<file path="config.mk">
export PLATFORM = sky130hd
export DESIGN_NAME = pc_sequencer
export DESIGN_NICKNAME = d
export VERILOG_FILES = /design/src/rtl/pc_sequencer_pkg.sv /design/src/rtl/pc_sequencer_ret_stack.sv /design/src/rtl/pc_sequencer.sv
export SDC_FILE = /design/constraint.sdc
export NUM_CORES = 1
export LEC_CHECK = 0
export CORE_ASPECT_RATIO = 1.25
export CORE_MARGIN = 2
export CORE_UTILIZATION = 57
export DETAILED_ROUTE_END_ITERATION = 10
export PLACE_DENSITY = 0.86
export SLEW_MARGIN = 20
export SYNTH_ARGS = -nofsm -noshare
export SYNTH_HDL_FRONTEND = slang
export SYNTH_SLANG_ARGS = --single-unit
</file>
<file path="constraint.sdc">
create_clock -name CLK -period 6.8 [get_ports CLK]
set_clock_uncertainty 0.15 [all_clocks]
set_input_delay 1.7 -clock CLK [delete_from_list [all_inputs] [get_ports CLK]]
set_output_delay 1.7 -clock CLK [all_outputs]
set_load 0.02 [all_outputs]
</file>
<file path="src/rtl/pc_sequencer_pkg.sv">
// Shared types and constants for the PC sequencer slice.
// Stack protection is selected by PC_SEQUENCER_STACK_GUARD_EN in the users of this package.
package pc_sequencer_pkg;

  localparam int PC_W   = 10;
  localparam int IR_W   = 22;
  localparam int BSR_HI = 9;
  localparam int BSR_LO = 0;

  typedef enum logic {
    FETCH = 1'b0,
    EXEC  = 1'b1
  } state_t;

endpackage

</file>
<file path="src/rtl/pc_sequencer_ret_stack.sv">
// Return-address LIFO. PC_SEQUENCER_STACK_GUARD_EN blocks push-on-full/pop-on-empty and
// raises sticky ovf/unf; without it the pointer wraps and the count saturates.
module ret_stack
  import pc_sequencer_pkg::*;
#(
  parameter int W     = PC_W,
  parameter int DEPTH = 4,
  localparam int PW   = $clog2(DEPTH),
  localparam int CW   = PW + 1
) (
  input  logic          clk,
  input  logic          reset,
  input  logic          push,
  input  logic          pop,
  input  logic [W-1:0]  din,
  output logic [W-1:0]  dout,
  output logic [CW-1:0] count,
  output logic          ovf,
  output logic          unf
);

  logic [W-1:0]  mem [DEPTH];
  logic [PW-1:0] wp;
  logic          full;
  logic          empty;
  logic          do_push;
  logic          do_pop;

  assign full  = (count == CW'(DEPTH));
  assign empty = (count == '0);
  assign dout  = mem[wp - PW'(1)];

`ifdef PC_SEQUENCER_STACK_GUARD_EN
  assign do_push = push && !full;
  assign do_pop  = pop && !empty;

  always_ff @(posedge clk) begin
    if (reset) begin
      ovf <= 1'b0;
      unf <= 1'b0;
    end else begin
      if (push && full)  ovf <= 1'b1;
      if (pop && empty)  unf <= 1'b1;
    end
  end
`else
  assign do_push = push;
  assign do_pop  = pop;
  assign ovf     = 1'b0;
  assign unf     = 1'b0;
`endif

  // wp points at the next free slot; when full it points at the oldest entry,
  // so an unguarded push on full overwrites the oldest return address.
  always_ff @(posedge clk) begin
    if (reset) begin
      wp    <= '0;
      count <= '0;
    end else if (do_push) begin
      wp <= wp + PW'(1);
      if (!full) count <= count + CW'(1);
    end else if (do_pop) begin
      wp <= wp - PW'(1);
      if (!empty) count <= count - CW'(1);
    end
  end

  always_ff @(posedge clk) begin
    if (!reset && do_push) mem[wp] <= din;
  end

endmodule

</file>
<file path="src/rtl/pc_sequencer.sv">
// Two-state fetch/execute program-counter sequencer with subroutine call/return stack.
// PC_SEQUENCER_STACK_GUARD_EN turns blocked bsr/ret into plain PC+1 instructions.
module pc_sequencer #(
  parameter int  PC_W        = pc_sequencer_pkg::PC_W,
  parameter int  STACK_DEPTH = 4,
  localparam int SP_W        = $clog2(STACK_DEPTH) + 1
) (
  input  logic                          CLK,
  input  logic                          RESET,
  input  logic                          HOLD,
  input  logic [pc_sequencer_pkg::IR_W-1:0] IR_code,
  input  logic                          bsr_det,
  input  logic                          ret_det,
  output logic [PC_W-1:0]               PC,
  output logic                          ir_load,
  output logic [SP_W-1:0]               sp,
  output logic                          stack_ovf,
  output logic                          stack_unf
);
  import pc_sequencer_pkg::*;

  state_t          state;
  state_t          state_nx;
  logic [PC_W-1:0] pc_nx;
  logic [PC_W-1:0] pc_inc;
  logic [PC_W-1:0] target;
  logic [PC_W-1:0] ret_addr;
  logic            ir_load_nx;
  logic            push;
  logic            pop;
  logic            push_block;
  logic            pop_block;
  logic            unused_ir;

  assign pc_inc    = PC + PC_W'(1);
  assign target    = IR_code[BSR_LO +: PC_W];
  assign unused_ir = ^IR_code[IR_W-1:BSR_LO+PC_W];

`ifdef PC_SEQUENCER_STACK_GUARD_EN
  assign push_block = (sp == SP_W'(STACK_DEPTH));
  assign pop_block  = (sp == '0);
`else
  assign push_block = 1'b0;
  assign pop_block  = 1'b0;
`endif

  always_comb begin
    state_nx   = state;
    pc_nx      = PC;
    ir_load_nx = 1'b0;
    push       = 1'b0;
    pop        = 1'b0;
    if (!HOLD) begin
      case (state)
        FETCH: begin
          ir_load_nx = 1'b1;
          state_nx   = EXEC;
        end
        EXEC: begin
          state_nx = FETCH;
          pc_nx    = pc_inc;
          if (ret_det) begin
            if (!pop_block) begin
              pop   = 1'b1;
              pc_nx = ret_addr;
            end
          end else if (bsr_det) begin
            if (!push_block) begin
              push  = 1'b1;
              pc_nx = target;
            end
          end
        end
      endcase
    end
  end

  always_ff @(posedge CLK) begin
    if (RESET) begin
      state   <= FETCH;
      PC      <= '0;
      ir_load <= 1'b0;
    end else begin
      state   <= state_nx;
      PC      <= pc_nx;
      ir_load <= ir_load_nx;
    end
  end

  ret_stack #(
    .W     (PC_W),
    .DEPTH (STACK_DEPTH)
  ) u_stack (
    .clk   (CLK),
    .reset (RESET),
    .push  (push),
    .pop   (pop),
    .din   (pc_inc),
    .dout  (ret_addr),
    .count (sp),
    .ovf   (stack_ovf),
    .unf   (stack_unf)
  );

endmodule
</file>
==> results of run 1 <==
-- final cells by class --
cell class	count	share of cell area, %
Sequential cell	57	50.4
Multi-Input combinational cell	119	31.7
Timing Repair Buffer	28	9.16
Clock buffer	16	5.56
Tap cell	58	2.37
Inverter	7	0.859
-- worst max-delay path, stage by stage --
cell	delay, ns
clkdlybuf4s50_1	0.77
or3b_2	0.71
nor3b_1	0.36
and2_1	0.56
-- per-stage QoR --
stage                     hold WS [ns]  cell area (um^2)  std cells
final                            0.373              3060        285
after global routing             0.400              3060        285
after CTS                        0.363              3060        285
after detailed placement         0.353              2890        269
after global placement           0.352              2890        269
after floorplan                  0.305              2620        196
-- state kept, by name (all words and copies together) (netlist names) --
signal,cells
u_stack.count,3
state,1
u_stack.mem,40
ir_load,1
PC,10
u_stack.wp,2
-- final timing paths --
check                                    from                 to  cells past startpoint
worst max-delay path                    RESET  u_stack.mem[2][6]                      4
worst min-delay path                    state            ir_load                      1
worst max register to register  u_stack.wp[0]              PC[9]                      6
worst min register to register          state            ir_load                      1
-- cell families (layout without fill, tap and decap cells) --
| kind of cell | count (synthesis) | after routing | share of synthesized area [%] |
|---|---|---|---|
| compound gates | 33 | 33 | 8.91 |
| xor+xnor | 11 | 11 | 3.69 |
| fa+ha+maj | 6 | 6 | 2.87 |
| buf+inv | 20 | 51 | 4.02 |
| flops | 57 | 57 | 59.0 |
| mux | 15 | 15 | 10.1 |
| other cells | 1 | 2 | 0.144 |
| simple gates | 52 | 52 | 11.3 |
-- metal layers --
metal / global-route usage [%] / part of all wire [%]
met5: 0 / 0
met4: 13.0 / 2.8
met3: 3.81 / 3.8
met2: 38.8 / 53
met1: 24.7 / 40
-- cells in the final DEF, fill, tap and decap left out, types with 3 or more instances in the layout --
master            n
a21oi_1           8
a221o_1           4
a22oi_1           5
and2_1            4
clkbuf_1          5
clkbuf_8         11
clkdlybuf4s50_1  28
dfxtp_1          17
edfxtp_1         40
ha_1              6
inv_1             7
mux2i_1           5
mux4_2            9
nand2_1           5
nor2_1           14
nor2b_1           3
nor3_1            7
o21ai_0           5
xnor2_1          10
-- report_power, final --
part	switching, W	internal [W]
Clock	0.000118	0.000153
Sequential	0.0000100	0.000377
Combinational	0.0000338	0.0000342
Total	0.000161	0.000564
==> flow_summary.json, run 1 <==
{
  "antenna_found_initial": 0,
  "synth_top_area_cell": "edfxtp_1",
  "wirelength_um": 5170,
  "max_freq_mhz": 232,
  "cp.required_ns": 6.61,
  "synth_flop_cell": "edfxtp_1",
  "core_area_mm2": 0.00439,
  "synth_edf_count": 40,
  "cts-resized-gates": 0,
  "syn_area_mm2": 0.00261,
  "track_usage_pct": 22.0,
  "nets": 255,
  "ys_top_cells_by_count": "40 x edfxtp_1, 17 x dfxtp_1, 14 x nor2_1",
  "yosysSeqAreaShare_pct": 59.0,
  "path_clk_slew_ns": 0.06,
  "std_cell_rows": 27,
  "antennaDiodeCount": 0,
  "final_util_pct": 69.7,
  "h-tree-depth": 3,
  "die_h_um": 79.7,
  "synth_cell_types": 45,
  "drive_above_1_share_pct": 12.3,
  "async_flop_share_pct": 0,
  "power_density_mw_per_mm2": 237,
  "hold_viol_final": 0,
  "clock_latency_ns": 0.33,
  "netlist_top_cells_area": "edfxtp_1 46%, dfxtp_1 13%, mux4_2 7.8%, xnor2_1 3.4%, ha_1 2.9%",
  "rsz0062_at_grt": "false",
  "cts_tree": "built",
  "drc": 0,
  "start_util_pct": 59.5,
  "cts_buffers": 9,
  "n_fill_cell": 324,
  "end_kind": "flop",
  "ant_nets": 0,
  "post_cts.repair.setup_buffers": 0,
  "yosys_warnings": 0,
  "dp_hpwl_um": 3520,
  "setup_violations": 0,
  "cts_root_buf": "clkbuf_8",
  "num_io_pins": 43,
  "fin_crit_sh_pct": 63.4,
  "synth-seq-cells": 57,
  "grt_pass1_wl_um": 8030,
  "numClockSinks": 57,
  "synth.avg_cell_area_um2": 13.4,
  "finalCriticalPeriod_ns": 4.31,
  "max-vdd-ir-drop_uv": 191,
  "tightest_slew_ns": 0.807,
  "wl_per_cell_um": 18.1,
  "grt_pass1_vias": 1657,
  "postSynthCellCount": 195,
  "port_buffers": 28,
  "vias": 1708,
  "tns_ns": 0,
  "synth_top_area_share_pct": 46.0,
  "grt_max_degree": 19,
  "clockBufferDepth": 2,
  "status": "completed",
  "relSlewSlack_pct": 46.1,
  "grt-ovfl-total": 0,
  "multi_input_area_um2": 970,
  "die_area_mm2": 0.00514,
  "routabilityCongestion": 0.880,
  "critPathKind": "in2reg",
  "first_iter_violations": 116,
  "area_delta_synth_final_pct": 17.1,
  "total_power_w": 0.000725,
  "crit_arrival_ns": 4.12,
  "drt_first_pass_iters": 4,
  "pre_cts_slack_ns": 2.19,
  "seqCellArea_mm2": 0.00154,
  "hold_buffers": 0,
  "worst_slack_ns": 2.49,
  "cp-start-kind": "input port",
  "p_leak_nw": 1.00,
  "viasPerCell": 5.99,
  "min_path_type": "reg2reg",
  "drv_slew": 0,
  "die_width_um": 64.6,
  "r2r_slack_ns": 3.56,
  "critical_path_peak_fanout": 18,
  "synth.most_common_cell": "edfxtp_1",
  "maxCapViolCount": 0
}
No activity file was read; power rests on OpenSTA's default activity.
==> run 2: changes to the inputs <==
--- a/config.mk
+++ b/config.mk
@@ -7,9 +7,9 @@
 export LEC_CHECK = 0
 export CORE_ASPECT_RATIO = 1.25
 export CORE_MARGIN = 2
-export CORE_UTILIZATION = 57
+export CORE_UTILIZATION = 48
 export DETAILED_ROUTE_END_ITERATION = 10
-export PLACE_DENSITY = 0.86
+export PLACE_DENSITY = 0.77
 export SLEW_MARGIN = 20
 export SYNTH_ARGS = -nofsm -noshare
 export SYNTH_HDL_FRONTEND = slang
==> constraint.sdc (replaced) <==
create_clock -name CLK -period 3.9 [get_ports CLK]
set_clock_uncertainty 0.15 [all_clocks]
set_input_delay 0.975 -clock CLK [delete_from_list [all_inputs] [get_ports CLK]]
set_output_delay 0.975 -clock CLK [all_outputs]
set_load 0.02 [all_outputs]
==> run 2 against run 1 <==
- sequential cell count did not move
- final area rose by 3.6%
- wire length rose by 13%
- die area rose by 18%
- sequential power rose by 73%
- non-clock buffer count rose by 10
- core utilization fell by 10 points
- clock power rose by 100%
- register-to-register slack got worse by 2.4 ns
==> flow_summary.json, run 2 (synthesis results as in run 1) <==
{
  "wirelength_um": 5830,
  "hold-path-cell-count": 2,
  "r2r_slack_ns": 1.18,
  "dp_cells": 285,
  "setup_violations": 0,
  "first_iter_violations": 140,
  "seqCellArea_mm2": 0.00154,
  "tightest_slew_ns": 0.572,
  "clockBufferDepth": 2,
  "total_power_w": 0.00135,
  "grt_pass1_wl_um": 9400,
  "rsz0062_at_grt": "false",
  "area_delta_synth_final_pct": 21.4,
  "antenna_found_initial": 0,
  "grt_max_degree": 18,
  "clock_latency_ns": 0.34,
  "worst_slack_ns": 0.836,
  "layout_common_cells": "40 x edfxtp_1, 28 x clkdlybuf4s50_1, 17 x dfxtp_1",
  "finalCriticalPeriod_ns": 3.06,
  "maxCapViolCount": 0,
  "p_leak_nw": 1.07,
  "ant_nets": 0,
  "vias": 1764,
  "path_depth": 5,
  "drc": 0,
  "num_io_pins": 43,
  "max-vdd-ir-drop_uv": 208,
  "n_fill_cell": 450,
  "cts_buffers": 9,
  "regMostFlops": "u_stack.mem",
  "crit_arrival_ns": 2.95,
  "std_cell_rows": 30,
  "cp-start-kind": "input port",
  "hold_buffers": 0,
  "post_cts.repair.setup_buffers": 0,
  "critical_path_peak_fanout": 8,
  "reg2regPathDepth": 7,
  "path_clk_slew_ns": 0.06,
  "dp_hpwl_um": 4080,
  "path_delay_family": "simple AND/OR/NAND/NOR gates",
  "cts_tree": "built",
  "cts-resized-gates": 0,
  "port_buffers": 28,
  "cp_cell_sequence": "clkdlybuf4s50_1 > or3b_2 > nor3b_1 > and2_1 > buf_4",
  "max_freq_mhz": 326,
  "grt_pass1_vias": 1885,
  "numClockSinks": 57,
  "grt-ovfl-total": 0,
  "power_density_mw_per_mm2": 427,
  "drv_slew": 0,
  "h-tree-depth": 3,
  "core_area_mm2": 0.00533,
  "routabilityCongestion": 0.776,
  "relSlewSlack_pct": 61.3,
  "reg.largest.list": "u_stack.mem: 40 flops, PC: 10 flops, u_stack.count: 3 flops",
  "multi_input_area_um2": 970,
  "status": "completed",
  "track_usage_pct": 21.3,
  "critPathKind": "in2reg",
  "drt_first_pass_iters": 4,
  "wl_per_cell_um": 19.4,
  "die_width_um": 70.0,
  "largest_reg_flops": 40,
  "slowest_delay_ns": 0.59,
  "hold_viol_final": 0,
  "tns_ns": 0,
  "path_buf_inv": 2,
  "stdcell_count": 301,
  "cts_root_buf": "clkbuf_8",
  "die_area_mm2": 0.00605,
  "antennaDiodeCount": 0,
  "pre_cts_slack_ns": 0.505,
  "drive_above_1_share_pct": 17.3,
  "min_path_type": "reg2reg",
  "nets": 265,
  "start_util_pct": 49.0,
  "mostFrequentLayoutCell": "edfxtp_1",
  "cp.required_ns": 3.78,
  "die_h_um": 86.5,
  "fin_crit_sh_pct": 78.6,
  "end_kind": "flop",
  "viasPerCell": 5.86,
  "crit_slowest_cell": "or3b_2"
}
[run 2: worst min-delay path, stage by stage, from the launching register on]
cell and delay [ns]:
dfxtp_1 0.34, o21ai_0 0.08, a21oi_1 0.06
[run 2: per-stage QoR]
step / utilization [%] / cell area (um^2) / hold WS [ns]
detailed placement: 55.8 / 2970 / 0.366
CTS: 59.5 / 3170 / 0.375
finish: 59.5 / 3170 / 0.369
global placement: 55.8 / 2970 / 0.352
floorplan: - / 2620 / 0.305
global route: 59.5 / 3170 / 0.399
[run 2: cell type report]
class / count / share of cell area (%)
clock buffer: 13 / 5.01
inverter: 7 / 0.828
multi-input combinational: 119 / 30.6
sequential: 57 / 48.6
timing repair buffer: 38 / 11.2
tap: 64 / 2.52
clock inverter: 3 / 1.26
[run 2: worst paths after layout]
path / end / startpoint
worst max-delay path: u_stack.mem[1][0] / HOLD
worst min-delay path: u_stack.count[2] / u_stack.count[2]
worst max register to register: PC[9] / u_stack.wp[0]
worst min register to register: u_stack.count[2] / u_stack.count[2]
[run 2: metal layers]
layer  vias to the layer above  GRT usage [%]  routed length (um)
met5                         -              0                   0
met4                         0           17.0                 308
met3                        26           3.02                 303
met2                        80           37.6                3040
met1                       847           22.7                2170
li1                        811              -                   -
[run 2: where the power goes]
group / total (W) / internal, W / switching [W]
Sequential: 0.000670 / 0.000657 / 0.0000128
Combinational: 0.000131 / 0.0000645 / 0.0000667
Clock: 0.000552 / 0.000328 / 0.000224
==> run 3: changes to the inputs <==
--- a/config.mk
+++ b/config.mk
@@ -7,9 +7,9 @@
 export LEC_CHECK = 0
 export CORE_ASPECT_RATIO = 1.25
 export CORE_MARGIN = 2
-export CORE_UTILIZATION = 48
+export CORE_UTILIZATION = 53
 export DETAILED_ROUTE_END_ITERATION = 10
-export PLACE_DENSITY = 0.77
+export PLACE_DENSITY = 0.8
 export SLEW_MARGIN = 20
 export SYNTH_ARGS = -nofsm -noshare
 export SYNTH_HDL_FRONTEND = slang
==> constraint.sdc (replaced) <==
create_clock -name CLK -period 2.9 [get_ports CLK]
set_clock_uncertainty 0.15 [all_clocks]
set_input_delay 0.725 -clock CLK [delete_from_list [all_inputs] [get_ports CLK]]
set_output_delay 0.725 -clock CLK [all_outputs]
set_load 0.02 [all_outputs]
==> run 3 against run 2 <==
- die area decreased by 9.0%
- first-iteration DRC count decreased by 9.3%
- global-route usage grew 1.2 points
- sequential cell count did not move
- clock power increased by 29%
- critical endpoint is now u_stack.count[2]
- largest cell class unchanged
- largest power group unchanged
- highest routed layer unchanged
==> flow_summary.json, run 3 (synthesis results as in run 1) <==
{
  "p_leak_nw": 1.10,
  "die_area_mm2": 0.00551,
  "grt_pass1_vias": 1765,
  "hold-path-cell-count": 1,
  "viasPerCell": 5.59,
  "cts_root_buf": "clkbuf_8",
  "reg2regPathDepth": 6,
  "crit_slowest_cell": "clkdlybuf4s50_1",
  "layout_common_cells": "40 x edfxtp_1, 28 x clkdlybuf4s50_1, 17 x dfxtp_1",
  "reg.largest.list": "u_stack.mem: 40 flops, PC: 10 flops, u_stack.count: 3 flops",
  "hold_viol_final": 0,
  "ant_nets": 0,
  "fin_crit_sh_pct": 86.1,
  "total_power_w": 0.00179,
  "critical_path_peak_fanout": 6,
  "post_cts.repair.setup_buffers": 0,
  "antenna_found_initial": 0,
  "nets": 270,
  "finalCriticalPeriod_ns": 2.50,
  "hold_buffers": 0,
  "path_clk_slew_ns": 0.06,
  "regMostFlops": "u_stack.mem",
  "area_delta_synth_final_pct": 24.2,
  "num_io_pins": 43,
  "cp.required_ns": 3.02,
  "drt_first_pass_iters": 4,
  "tightest_slew_ns": 0.569,
  "power_density_mw_per_mm2": 552,
  "cts_tree": "built",
  "min_path_type": "reg2reg",
  "drc": 0,
  "relSlewSlack_pct": 61.4,
  "core_area_mm2": 0.00473,
  "grt_pass1_wl_um": 8540,
  "slowest_delay_ns": 0.41,
  "clockBufferDepth": 2,
  "drv_slew": 0,
  "setup_violations": 0,
  "hp-start": "state",
  "drive_above_1_share_pct": 18.6,
  "std_cell_rows": 28,
  "max-vdd-ir-drop_uv": 370,
  "path_buf_inv": 2,
  "tns_ns": 0,
  "mostFrequentLayoutCell": "edfxtp_1",
  "r2r_end": "PC[9]",
  "r2r_slack_ns": 0.72,
  "maxCapViolCount": 0,
  "largest_reg_flops": 40,
  "max_freq_mhz": 400,
  "status": "completed",
  "min_to": "ir_load",
  "end_kind": "flop",
  "die_width_um": 66.8,
  "timing.rr.start": "u_stack.wp[0]",
  "cp-start-kind": "input port",
  "cts_buffers": 9,
  "cp_cell_sequence": "clkdlybuf4s50_1 > buf_4 > and4bb_2 > xnor2_1 > ha_1 > nor2_1 > mux2i_1 > or3_1 > a21oi_1",
  "routabilityCongestion": 0.848,
  "vias": 1687,
  "port_buffers": 28,
  "first_iter_violations": 127,
  "crit_start": "HOLD",
  "numClockSinks": 57,
  "wirelength_um": 5430,
  "rsz0062_at_grt": "false",
  "dp_hpwl_um": 3750,
  "hold_ws_ns": 0.363,
  "clock_latency_ns": 0.33,
  "dp_cells": 286,
  "wl_per_cell_um": 18.0,
  "track_usage_pct": 22.5,
  "start_util_pct": 55.2,
  "antennaDiodeCount": 0,
  "cts-resized-gates": 0,
  "path_delay_family": "simple AND/OR/NAND/NOR gates",
  "grt_max_degree": 18,
  "die_h_um": 82.5,
  "crit_arrival_ns": 2.61,
  "h-tree-depth": 3,
  "n_fill_cell": 342,
  "grt-ovfl-total": 0,
  "stdcell_count": 302,
  "critPathKind": "in2reg"
}
-- run 3: cell count changes in the layout (fill, tap and decap cells not counted), sizes merged --
cell and change:
clkinv +1, buf +5, clkbuf -1
-- run 3: worst max-delay path by stage --
stage / slack (ns) / end / cells past startpoint
after floorplan: 0.35 / u_stack.mem[0][0] / 5
after global placement: 0.09 / u_stack.mem[1][7] / 6
after detailed placement: 0.06 / u_stack.mem[1][7] / 6
after CTS: 0.41 / u_stack.mem[1][2] / 6
after global routing: 0.33 / u_stack.count[2] / 9
final: 0.40 / u_stack.count[2] / 9
-- run 3: layout make-up --
cell class / instances / area [um^2] / share of cell area [%]
well taps: 60 / 75.1 / 2.31
clock inverters: 4 / 43.8 / 1.35
flip-flops and latches: 57 / 1540 / 47.5
clock buffers: 12 / 145 / 4.47
repair buffers: 43 / 443 / 13.7
multi-input cells: 119 / 970 / 29.9
inverters: 7 / 26.3 / 0.810
-- run 3: per-stage QoR --
stage	instance area (um^2)	setup slack, ns	util [%]
final	3240	0.402	68.6
after global routing	3240	0.325	68.6
after CTS	3240	0.412	68.6
after detailed placement	3060	0.0645	64.6
after global placement	3060	0.0879	64.6
after floorplan	2620	0.352	-
-- run 3: report_power, final --
group | total (W) | switching [W] | internal (W) | leakage, nW
Combinational | 0.000176 | 0.0000866 | 0.0000894 | 0.506
Clock | 0.000713 | 0.000298 | 0.000415 | 0.0978
Sequential | 0.000902 | 0.0000188 | 0.000883 | 0.500
-- run 3: routing by layer --
metal | up-vias | GRT usage (%) | part of all wire [%]
met5 | - | 0 | 0
met2 | 47 | 37.5 | 50
met4 | 0 | 11.4 | 2.7
li1 | 825 | - | -
met1 | 802 | 26.2 | 43
met3 | 13 | 6.91 | 4.4
